===== config.mk =====
export PLATFORM = sky130hd
export DESIGN_NAME = lcd_update_arbiter
export DESIGN_NICKNAME = d
export VERILOG_FILES = /design/src/rtl/lcd_update_arbiter.sv
export SDC_FILE = /design/constraint.sdc
export NUM_CORES = 1
export LEC_CHECK = 0
export CAP_MARGIN = 5
export CORE_MARGIN = 4
export CORE_UTILIZATION = 40
export CTS_CLUSTER_DIAMETER = 100
export DETAILED_ROUTE_END_ITERATION = 8
export PLACE_DENSITY_LB_ADDON = 0.08
export SLEW_MARGIN = 20
export SYNTH_ARGS = -nofsm -noshare
export SYNTH_HDL_FRONTEND = slang
export SYNTH_SLANG_ARGS = --single-unit

===== constraint.sdc =====
create_clock -name clk -period 23.2 [get_ports clk]
set_clock_uncertainty 0.15 [all_clocks]
set_input_delay 4.64 -clock clk [delete_from_list [all_inputs] [get_ports clk]]
set_output_delay 4.64 -clock clk [all_outputs]
set_load 0.1 [all_outputs]

===== src/rtl/lcd_update_arbiter.sv =====
// lcd_update_arbiter: decides which text goes to the 2x16 LCD driver.
// RX echoes pre-empt sensor updates and are then held on screen for
// HOLD_CYCLES before sensor updates resume. A missing lcd_done is
// caught by a watchdog.
module lcd_update_arbiter #(
  parameter int HOLD_CYCLES  = 50_000_000,
  parameter int DONE_TIMEOUT = 1_000_000
) (
  input  logic         clk,
  input  logic         rst,
  input  logic         rx_req,
  input  logic [127:0] rx_row1,
  input  logic         sens_req,
  input  logic [127:0] sens_row1,
  input  logic [127:0] sens_row2,
  input  logic         lcd_busy,
  input  logic         lcd_done,
  output logic         lcd_start,
  output logic [127:0] lcd_row1,
  output logic [127:0] lcd_row2,
  output logic         rx_ovf,
  output logic         lcd_err,
  output logic [1:0]   state_o
);

  localparam int HW = (HOLD_CYCLES  > 1) ? $clog2(HOLD_CYCLES)  : 1;
  localparam int TW = (DONE_TIMEOUT > 1) ? $clog2(DONE_TIMEOUT) : 1;
  localparam logic [HW-1:0] HOLD_LAST = HW'(HOLD_CYCLES - 1);
  localparam logic [TW-1:0] TO_LAST   = TW'(DONE_TIMEOUT - 1);
  localparam logic [127:0]  ROW1_RST  = "  Cold Storage  ";
  localparam logic [127:0]  ROW2_RST  = "     Welcome    ";

  typedef enum logic [1:0] {S_IDLE = 2'd0, S_LOAD = 2'd1, S_WAIT = 2'd2, S_HOLD = 2'd3} state_t;

  state_t        state;
  logic          src_rx;
  logic [127:0]  rx_buf, sens_buf1, sens_buf2;
  logic          rx_pend, sens_pend;
  logic [HW-1:0] hold_cnt;
  logic [TW-1:0] to_cnt;
  logic          fire, rx_fire, sens_fire;

  assign fire      = (state == S_LOAD) && !lcd_busy;
  assign rx_fire   = fire && src_rx;
  assign sens_fire = fire && !src_rx;
  assign state_o   = state;

  // Request capture: a new request always wins over a same-cycle consume.
  // Overflow only counts when an undisplayed RX text is really lost.
  always_ff @(posedge clk or posedge rst) begin
    if (rst) begin
      rx_buf    <= '0;
      sens_buf1 <= '0;
      sens_buf2 <= '0;
      rx_pend   <= 1'b0;
      sens_pend <= 1'b0;
      rx_ovf    <= 1'b0;
    end else begin
      if (rx_req) begin
        rx_buf  <= rx_row1;
        rx_pend <= 1'b1;
        if (rx_pend && !rx_fire) rx_ovf <= 1'b1;
      end else if (rx_fire) begin
        rx_pend <= 1'b0;
      end
      if (sens_req) begin
        sens_buf1 <= sens_row1;
        sens_buf2 <= sens_row2;
        sens_pend <= 1'b1;
      end else if (sens_fire) begin
        sens_pend <= 1'b0;
      end
    end
  end

  // Arbitration FSM. IDLE/HOLD also look at the raw request pulses so a
  // request reaches lcd_start two cycles later (capture+LOAD, then fire).
  always_ff @(posedge clk or posedge rst) begin
    if (rst) begin
      state     <= S_IDLE;
      src_rx    <= 1'b0;
      lcd_start <= 1'b0;
      lcd_row1  <= ROW1_RST;
      lcd_row2  <= ROW2_RST;
      lcd_err   <= 1'b0;
      hold_cnt  <= '0;
      to_cnt    <= '0;
    end else begin
      lcd_start <= 1'b0;
      case (state)
        S_IDLE: begin
          if (rx_pend || rx_req) begin
            state  <= S_LOAD;
            src_rx <= 1'b1;
          end else if (sens_pend || sens_req) begin
            state  <= S_LOAD;
            src_rx <= 1'b0;
          end
        end
        S_LOAD: begin
          if (!lcd_busy) begin
            lcd_row1  <= src_rx ? rx_buf : sens_buf1;
            if (!src_rx) lcd_row2 <= sens_buf2;
            lcd_start <= 1'b1;
            to_cnt    <= '0;
            state     <= S_WAIT;
          end
        end
        S_WAIT: begin
          if (lcd_done) begin
            to_cnt <= '0;
            if (src_rx) begin
              hold_cnt <= HOLD_LAST;
              state    <= S_HOLD;
            end else begin
              state <= S_IDLE;
            end
          end else if (to_cnt == TO_LAST) begin
            to_cnt  <= '0;
            lcd_err <= 1'b1;
            state   <= S_IDLE;
          end else begin
            to_cnt <= to_cnt + TW'(1);
          end
        end
        S_HOLD: begin
          // sensor updates stay pending here; only RX may cut the hold short
          if (rx_pend || rx_req) begin
            hold_cnt <= '0;
            src_rx   <= 1'b1;
            state    <= S_LOAD;
          end else if (hold_cnt == '0) begin
            state <= S_IDLE;
          end else begin
            hold_cnt <= hold_cnt - HW'(1);
          end
        end
        default: state <= S_IDLE;
      endcase
    end
  end

endmodule


==> flow_metrics.env, run 1 <==
export IMPL_dieArea_sq_um=73200
export IMPL_power_density_nw_per_um2=146
export IMPL_drc=0
export IMPL_syn_cell_area_sq_um=27600
export IMPL_synth_edff_count=0
export IMPL_postCtsSetupBuffers=0
export IMPL_cp_arrival_ns=8.95
export IMPL_synth_top_cells_by_area="dfrtp_1, mux2_2, dfstp_2"
export IMPL_reg2reg_slack_ns=19.35
export IMPL_ir_drop_mv=0.111
export IMPL_syn_inst=1956
export IMPL_syn_nets=2348
export IMPL_worstMarginPinSlew_ns=1.19
export IMPL_avgViaCountPerCell=5.04
export IMPL_grt_usage_pct=21.4
export IMPL_post_cts_resized=0
export IMPL_yosysWarnings=0
export IMPL_hold_class="reg2reg"
export IMPL_synth_top_area_share_pct=54.6
export IMPL_clk_pin_slew_worst_paths_ns=0.05
export IMPL_ant_nets=0
export IMPL_num_vias=17903
export IMPL_htreeDepth=3
export IMPL_clkSinkCount=694
export IMPL_rr_endpoint="lcd_row2[112]"
export IMPL_drt_iter0_markers=818
export IMPL_grt_pass1_wl_mm=121
export IMPL_slew_viol_final=0
export IMPL_syn_avg_cell_area_sq_um=14.1
export IMPL_layout_drive_gt1_share_pct=28.9
export IMPL_status="finished clean"
export IMPL_endpoint_kind="asynchronous set/reset pin"
export IMPL_dp_cells=3394
export IMPL_coreArea_sq_um=68500
export IMPL_cts_tree="built"
export IMPL_n_fill_cell=5658
export IMPL_ctsHoldBuffers=0
export IMPL_grt_pass1_vias=19298
export IMPL_final_cells=3554
export IMPL_cts_buffers=77
export IMPL_clock_latency_ns=0.61
export IMPL_period_needed_ns=8.50
export IMPL_start_util_pct=40.3
export IMPL_hp_start="rx_ovf"
export IMPL_syn2layout_area_growth_pct=36.2
export IMPL_antenna_found_initial=30
export IMPL_die_h_microns=271
export IMPL_io_buffers=650
export IMPL_routed_wl_mm=79.5
export IMPL_setup_tns_ns=0
export IMPL_dr_pass1_iters=5
export IMPL_cts_root_buf="clkbuf_16"
export IMPL_maxCapViolations=0
export IMPL_cp_required_ns=23.64
export IMPL_hold_depth=1
export IMPL_grt_max_degree=196
export IMPL_num_io_pins=651
export IMPL_die_width_microns=271
export IMPL_dp_hpwl_mm=56.2
export IMPL_cp_start_kind="input port"
export IMPL_synth_cell_types=60
export IMPL_synth_ff_type="dfrtp_1"
export IMPL_hold_viol=0
export IMPL_row_count=96
export IMPL_overflow=0
export IMPL_seq_area_frac_synth_pct=63.4
export IMPL_crit_path_start="rst"
export IMPL_routedWlPerCell_microns=22.4
export IMPL_ff2ff_path_depth=6
export IMPL_place_gp_congestion=0.840
export IMPL_holdPathEnd="rx_ovf"
export IMPL_finalSetupViolCount=0
export IMPL_clockBufferDepth=3
export IMPL_critPathKind="in2async"
export IMPL_fin_nets=2984
export IMPL_slew_headroom_pct=20.4
export IMPL_reg2reg_from="state_o[1]"
export IMPL_rsz0062_at_grt="false"
export IMPL_fmax_mhz=118
export IMPL_async_flop_share_pct=100
export IMPL_finalCritPeriodShare_pct=36.7
export IMPL_critPathMaxFanout=75
export IMPL_ys_seq_elements=694
export IMPL_yosysTopAreaCell="dfrtp_1"
export IMPL_p_leak_nw=16.5
[worst max-delay path by stage]
stage                          to  slack (ns)  cells past startpoint
floorplan             hold_cnt[0]        8.99                      1
global placement       rx_buf[49]       14.04                      6
detailed placement  sens_buf1[49]       13.87                      6
CTS                 sens_buf1[39]       14.52                      6
global route           rx_buf[42]       14.02                      6
finish              sens_buf1[31]       14.70                      6
[Yosys cell counts, types with 2 or more instances]
| master | instances |
|---|---|
| o31ai_1 | 2 |
| dfstp_2 | 92 |
| mux2i_1 | 128 |
| nand4_1 | 5 |
| a31oi_1 | 3 |
| or4_4 | 3 |
| o22a_1 | 5 |
| mux2_2 | 512 |
| xnor2_1 | 7 |
| nand2_1 | 158 |
| nor2_1 | 48 |
| and3_1 | 4 |
| a211oi_1 | 3 |
| nor2b_1 | 2 |
| o21ai_0 | 143 |
| ha_1 | 2 |
| nor4_1 | 7 |
| inv_1 | 10 |
| nand3_1 | 11 |
| or2_2 | 3 |
| xor2_1 | 14 |
| buf_2 | 3 |
| or3_1 | 5 |
| a311oi_1 | 3 |
| buf_1 | 5 |
| a21o_1 | 2 |
| dfrtp_1 | 602 |
| and2_1 | 3 |
| a21oi_1 | 28 |
| clkbuf_1 | 101 |
| nor3_1 | 13 |
[where the power goes]
part / internal, W / leakage, nW / switching, W / total (W)
registers: 0.00155 / 8.22 / 0.000180 / 0.00173
logic: 0.000629 / 7.02 / 0.00190 / 0.00253
clock network: 0.000739 / 1.25 / 0.000493 / 0.00123
total: 0.00291 / 16.5 / 0.00258 / 0.00549
[cell families after synthesis]
kind of cell / count (synthesis) / synth area share (%)
XOR/XNOR: 21 / 0.667
buffers and inverters: 122 / 1.73
flip-flops: 694 / 63.4
AND/OR/NAND/NOR: 273 / 4.37
multiplexers: 641 / 25.6
AO/OA/AOI/OAI: 203 / 4.12
adder cells (fa/ha/maj): 2 / 0.0907
[state kept, by name, indices dropped and copies added, names as in the netlist, 2 cells and up]
signal	flops
lcd_row2	128
hold_cnt	26
sens_buf2	128
rx_buf	128
lcd_row1	128
to_cnt	20
state_o	2
sens_buf1	128
[stage by stage]
stage	hold slack, ns	setup WS, ns	total power (W)	utilization (%)	area [sq um]
after global placement	0.296	14.04	0.00427	51.0	34900
final	0.319	14.70	0.00549	54.8	37500
after floorplan	0.292	8.99	0.00363	-	27600
after detailed placement	0.305	13.87	0.00430	51.0	34900
after CTS	0.321	14.52	0.00556	54.7	37500
after global routing	0.342	14.02	0.00572	54.8	37500
[cell usage in the layout, fill, tap and decap left out, types with 14 or more instances in the layout]
cell type        instances
a21oi_1                 28
buf_4                   21
clkbuf_1                28
clkbuf_16               78
clkbuf_8                22
clkdlybuf4s50_1        642
dfrtp_1                601
dfstp_2                 92
diode_2                 16
mux2_2                 512
mux2i_1                128
nand2_1                156
nor2_1                  48
o21ai_0                143
xor2_1                  14
[metal layers]
layer	wire length, microns	global-route usage, %	vias to the layer above	share of wire [%]
li1	-	-	8184	-
met1	30400	24.8	9142	38
met2	41100	37.6	418	52
met3	5710	7.39	133	7.2
met4	2180	6.64	26	2.7
met5	141	0	-	0.18
[cell type report]
| cell class | count | area (sq um) | share of cell area, % |
|---|---|---|---|
| Multi-Input combinational cell | 1140 | 9640 | 25.7 |
| Tap cell | 882 | 1100 | 2.94 |
| Timing Repair Buffer | 669 | 6670 | 17.8 |
| Inverter | 10 | 41.3 | 0.110 |
| Clock buffer | 128 | 2360 | 6.29 |
| Sequential cell | 694 | 17500 | 46.6 |
| Clock inverter | 15 | 206 | 0.550 |
| Antenna cell | 16 | 40.0 | 0.107 |
[worst max-delay path: stages]
cell and delay, ns:
clkdlybuf4s50_1 0.45, clkinvlp_4 0.46, buf_4 0.76, buf_4 0.85
buf_4 0.71, buf_4 0.83
(Power assumes the default switching activity.)
==> run 2: changes to the inputs <==
==> constraint.sdc (replaced) <==
create_clock -name clk -period 6.9 [get_ports clk]
set_clock_uncertainty 0.15 [all_clocks]
set_input_delay 1.38 -clock clk [delete_from_list [all_inputs] [get_ports clk]]
set_output_delay 1.38 -clock clk [all_outputs]
set_load 0.1 [all_outputs]
==> run 2 against run 1 <==
  * Count of clock-buffer cells in the layout down 7
  * Register-to-register slack worse by 16 ns
  * Die area unchanged
  * Via count is essentially flat
  * Sequential power grew to 3.3 times the previous value
  * Critical path depth decreased by 5
  * Utilization up 0.12 points
  * Largest power group unchanged
==> flow_metrics.env, run 2 (synthesis results as in run 1) <==
export IMPL_antenna_found_initial=34
export IMPL_io_buffers=650
export IMPL_routedWlPerCell_microns=22.3
export IMPL_cp_start_kind="register"
export IMPL_p_leak_nw=16.6
export IMPL_path_cells="clkdlybuf4s50_1"
export IMPL_crit_path_end="state_o[0]"
export IMPL_layout_drive_gt1_share_pct=29.1
export IMPL_cts_tree="built"
export IMPL_hold_class="reg2reg"
export IMPL_clkSinkCount=694
export IMPL_die_width_microns=271
export IMPL_routed_wl_mm=79.4
export IMPL_postCtsSetupBuffers=0
export IMPL_place_gp_congestion=0.781
export IMPL_whs_ns=0.311
export IMPL_worstMarginPinSlew_ns=1.16
export IMPL_critPathMaxFanout=13
export IMPL_clk_pin_slew_worst_paths_ns=0.06
export IMPL_ctsHoldBuffers=0
export IMPL_final_cells=3557
export IMPL_num_vias=17901
export IMPL_slew_headroom_pct=22.4
export IMPL_overflow=0
export IMPL_row_count=96
export IMPL_grt_max_degree=167
export IMPL_start_util_pct=40.3
export IMPL_power_density_nw_per_um2=492
export IMPL_maxCapViolations=0
export IMPL_avgViaCountPerCell=5.03
export IMPL_critPathKind="reg2out"
export IMPL_crit_path_start="state_o[0]"
export IMPL_pwr_share_seq_pct=31.3
export IMPL_grt_pass1_vias=19252
export IMPL_grt_pass1_wl_mm=120
export IMPL_cp_slowest_stage_delay_ns=1.23
export IMPL_num_io_pins=651
export IMPL_cp_required_ns=5.37
export IMPL_dieArea_sq_um=73200
export IMPL_ant_nets=0
export IMPL_clockPowerShare_pct=22.6
export IMPL_power_switching_w=0.00868
export IMPL_switching_share_pct=46.9
export IMPL_hold_viol=0
export IMPL_reg2reg_from="state_o[1]"
export IMPL_dp_cells=3394
export IMPL_path_depth=1
export IMPL_rr_endpoint="lcd_row2[20]"
export IMPL_finalSetupViolCount=0
export IMPL_fmax_mhz=251
export IMPL_clock_latency_ns=0.61
export IMPL_slew_viol_final=0
export IMPL_grt_usage_pct=21.3
export IMPL_cts_buffers=78
export IMPL_ff2ff_path_depth=6
export IMPL_die_h_microns=271
export IMPL_drt_iter0_markers=887
export IMPL_ir_drop_mv=0.324
export IMPL_post_cts_resized=0
export IMPL_internal_power_w=0.00983
export IMPL_status="finished clean"
export IMPL_place_worst_setup_slack_ns=2.28
export IMPL_dr_pass1_iters=6
export IMPL_cp_slowest_cell="clkdlybuf4s50_1"
export IMPL_path_buf_inv=1
export IMPL_period_needed_ns=3.98
export IMPL_cts_root_buf="clkbuf_16"
export IMPL_fin_util_pct=55.0
export IMPL_reg2reg_slack_ns=3.64
export IMPL_coreArea_sq_um=68500
export IMPL_final_common_cell="clkdlybuf4s50_1"
export IMPL_n_fill_cell=5644
export IMPL_setup_tns_ns=0
export IMPL_htreeDepth=3
export IMPL_clockBufferDepth=3
export IMPL_dp_hpwl_mm=55.6
export IMPL_endpoint_kind="output pin"
export IMPL_combPwrFrac_pct=46.1
export IMPL_rsz0062_at_grt="false"
export IMPL_setup_ws_ns=2.92
export IMPL_syn2layout_area_growth_pct=36.5
export IMPL_finalCritPeriodShare_pct=57.7
export IMPL_final_cell_mix="clkdlybuf4s50_1, dfrtp_1, mux2_2"
export IMPL_fin_nets=2984
export IMPL_cp_arrival_ns=2.45
export IMPL_drc=0
export IMPL_path_delay_family="buffers and inverters"
## run 2: worst min-delay path by stage
stage / from / to / slack, ns / cells past startpoint
6_report: rx_ovf / rx_ovf / 0.31 / 1
5_1_grt: rx_ovf / rx_ovf / 0.33 / 1
4_1_cts: rx_ovf / rx_ovf / 0.31 / 1
3_5_place_dp: rx_ovf / rx_ovf / 0.30 / 1
3_3_place_gp: rx_ovf / rx_ovf / 0.29 / 1
2_1_floorplan: to_cnt[4] / to_cnt[4] / 0.29 / 1
## run 2: worst register-to-register path, cell delays in order (launching register included)
cell,delay [ns]
dfrtp_1,0.52
nor2_1,0.13
nand2_4,0.44
inv_1,0.27
nand2_4,0.59
buf_12,0.47
mux2_2,0.57
## run 2: cell type report
cell class	count	area (sq um)	share of cell area, %
Sequential cell	694	17500	46.5
Multi-Input combinational cell	1140	9630	25.6
Timing Repair Buffer	668	6710	17.8
Clock buffer	121	2370	6.29
Tap cell	882	1100	2.93
Clock inverter	23	244	0.648
Antenna cell	19	47.5	0.126
Inverter	10	41.3	0.110
## run 2: through the flow
step                area [sq um]  power (W)
global placement           35000     0.0144
finish                     37600     0.0185
floorplan                  27600     0.0122
detailed placement         35000     0.0145
global route               37600     0.0192
CTS                        37600     0.0187
## run 2: per-layer routing
layer | up-vias | share of wire (%) | track usage [%]
li1 | 8174 | - | -
met1 | 9125 | 38 | 24.3
met2 | 444 | 52 | 37.4
met3 | 134 | 7.8 | 7.86
met4 | 24 | 2.6 | 6.52
met5 | - | 0.20 | 0
## run 2: power groups by stage
stage / clock, W / sequential (W) / combinational [W]
2_1_floorplan: 0 / 0.0106 / 0.00162
3_3_place_gp: 0 / 0.00581 / 0.00854
4_1_cts: 0.00429 / 0.00580 / 0.00863
5_1_grt: 0.00447 / 0.00592 / 0.00886
3_5_place_dp: 0 / 0.00585 / 0.00861
6_report: 0.00418 / 0.00579 / 0.00854
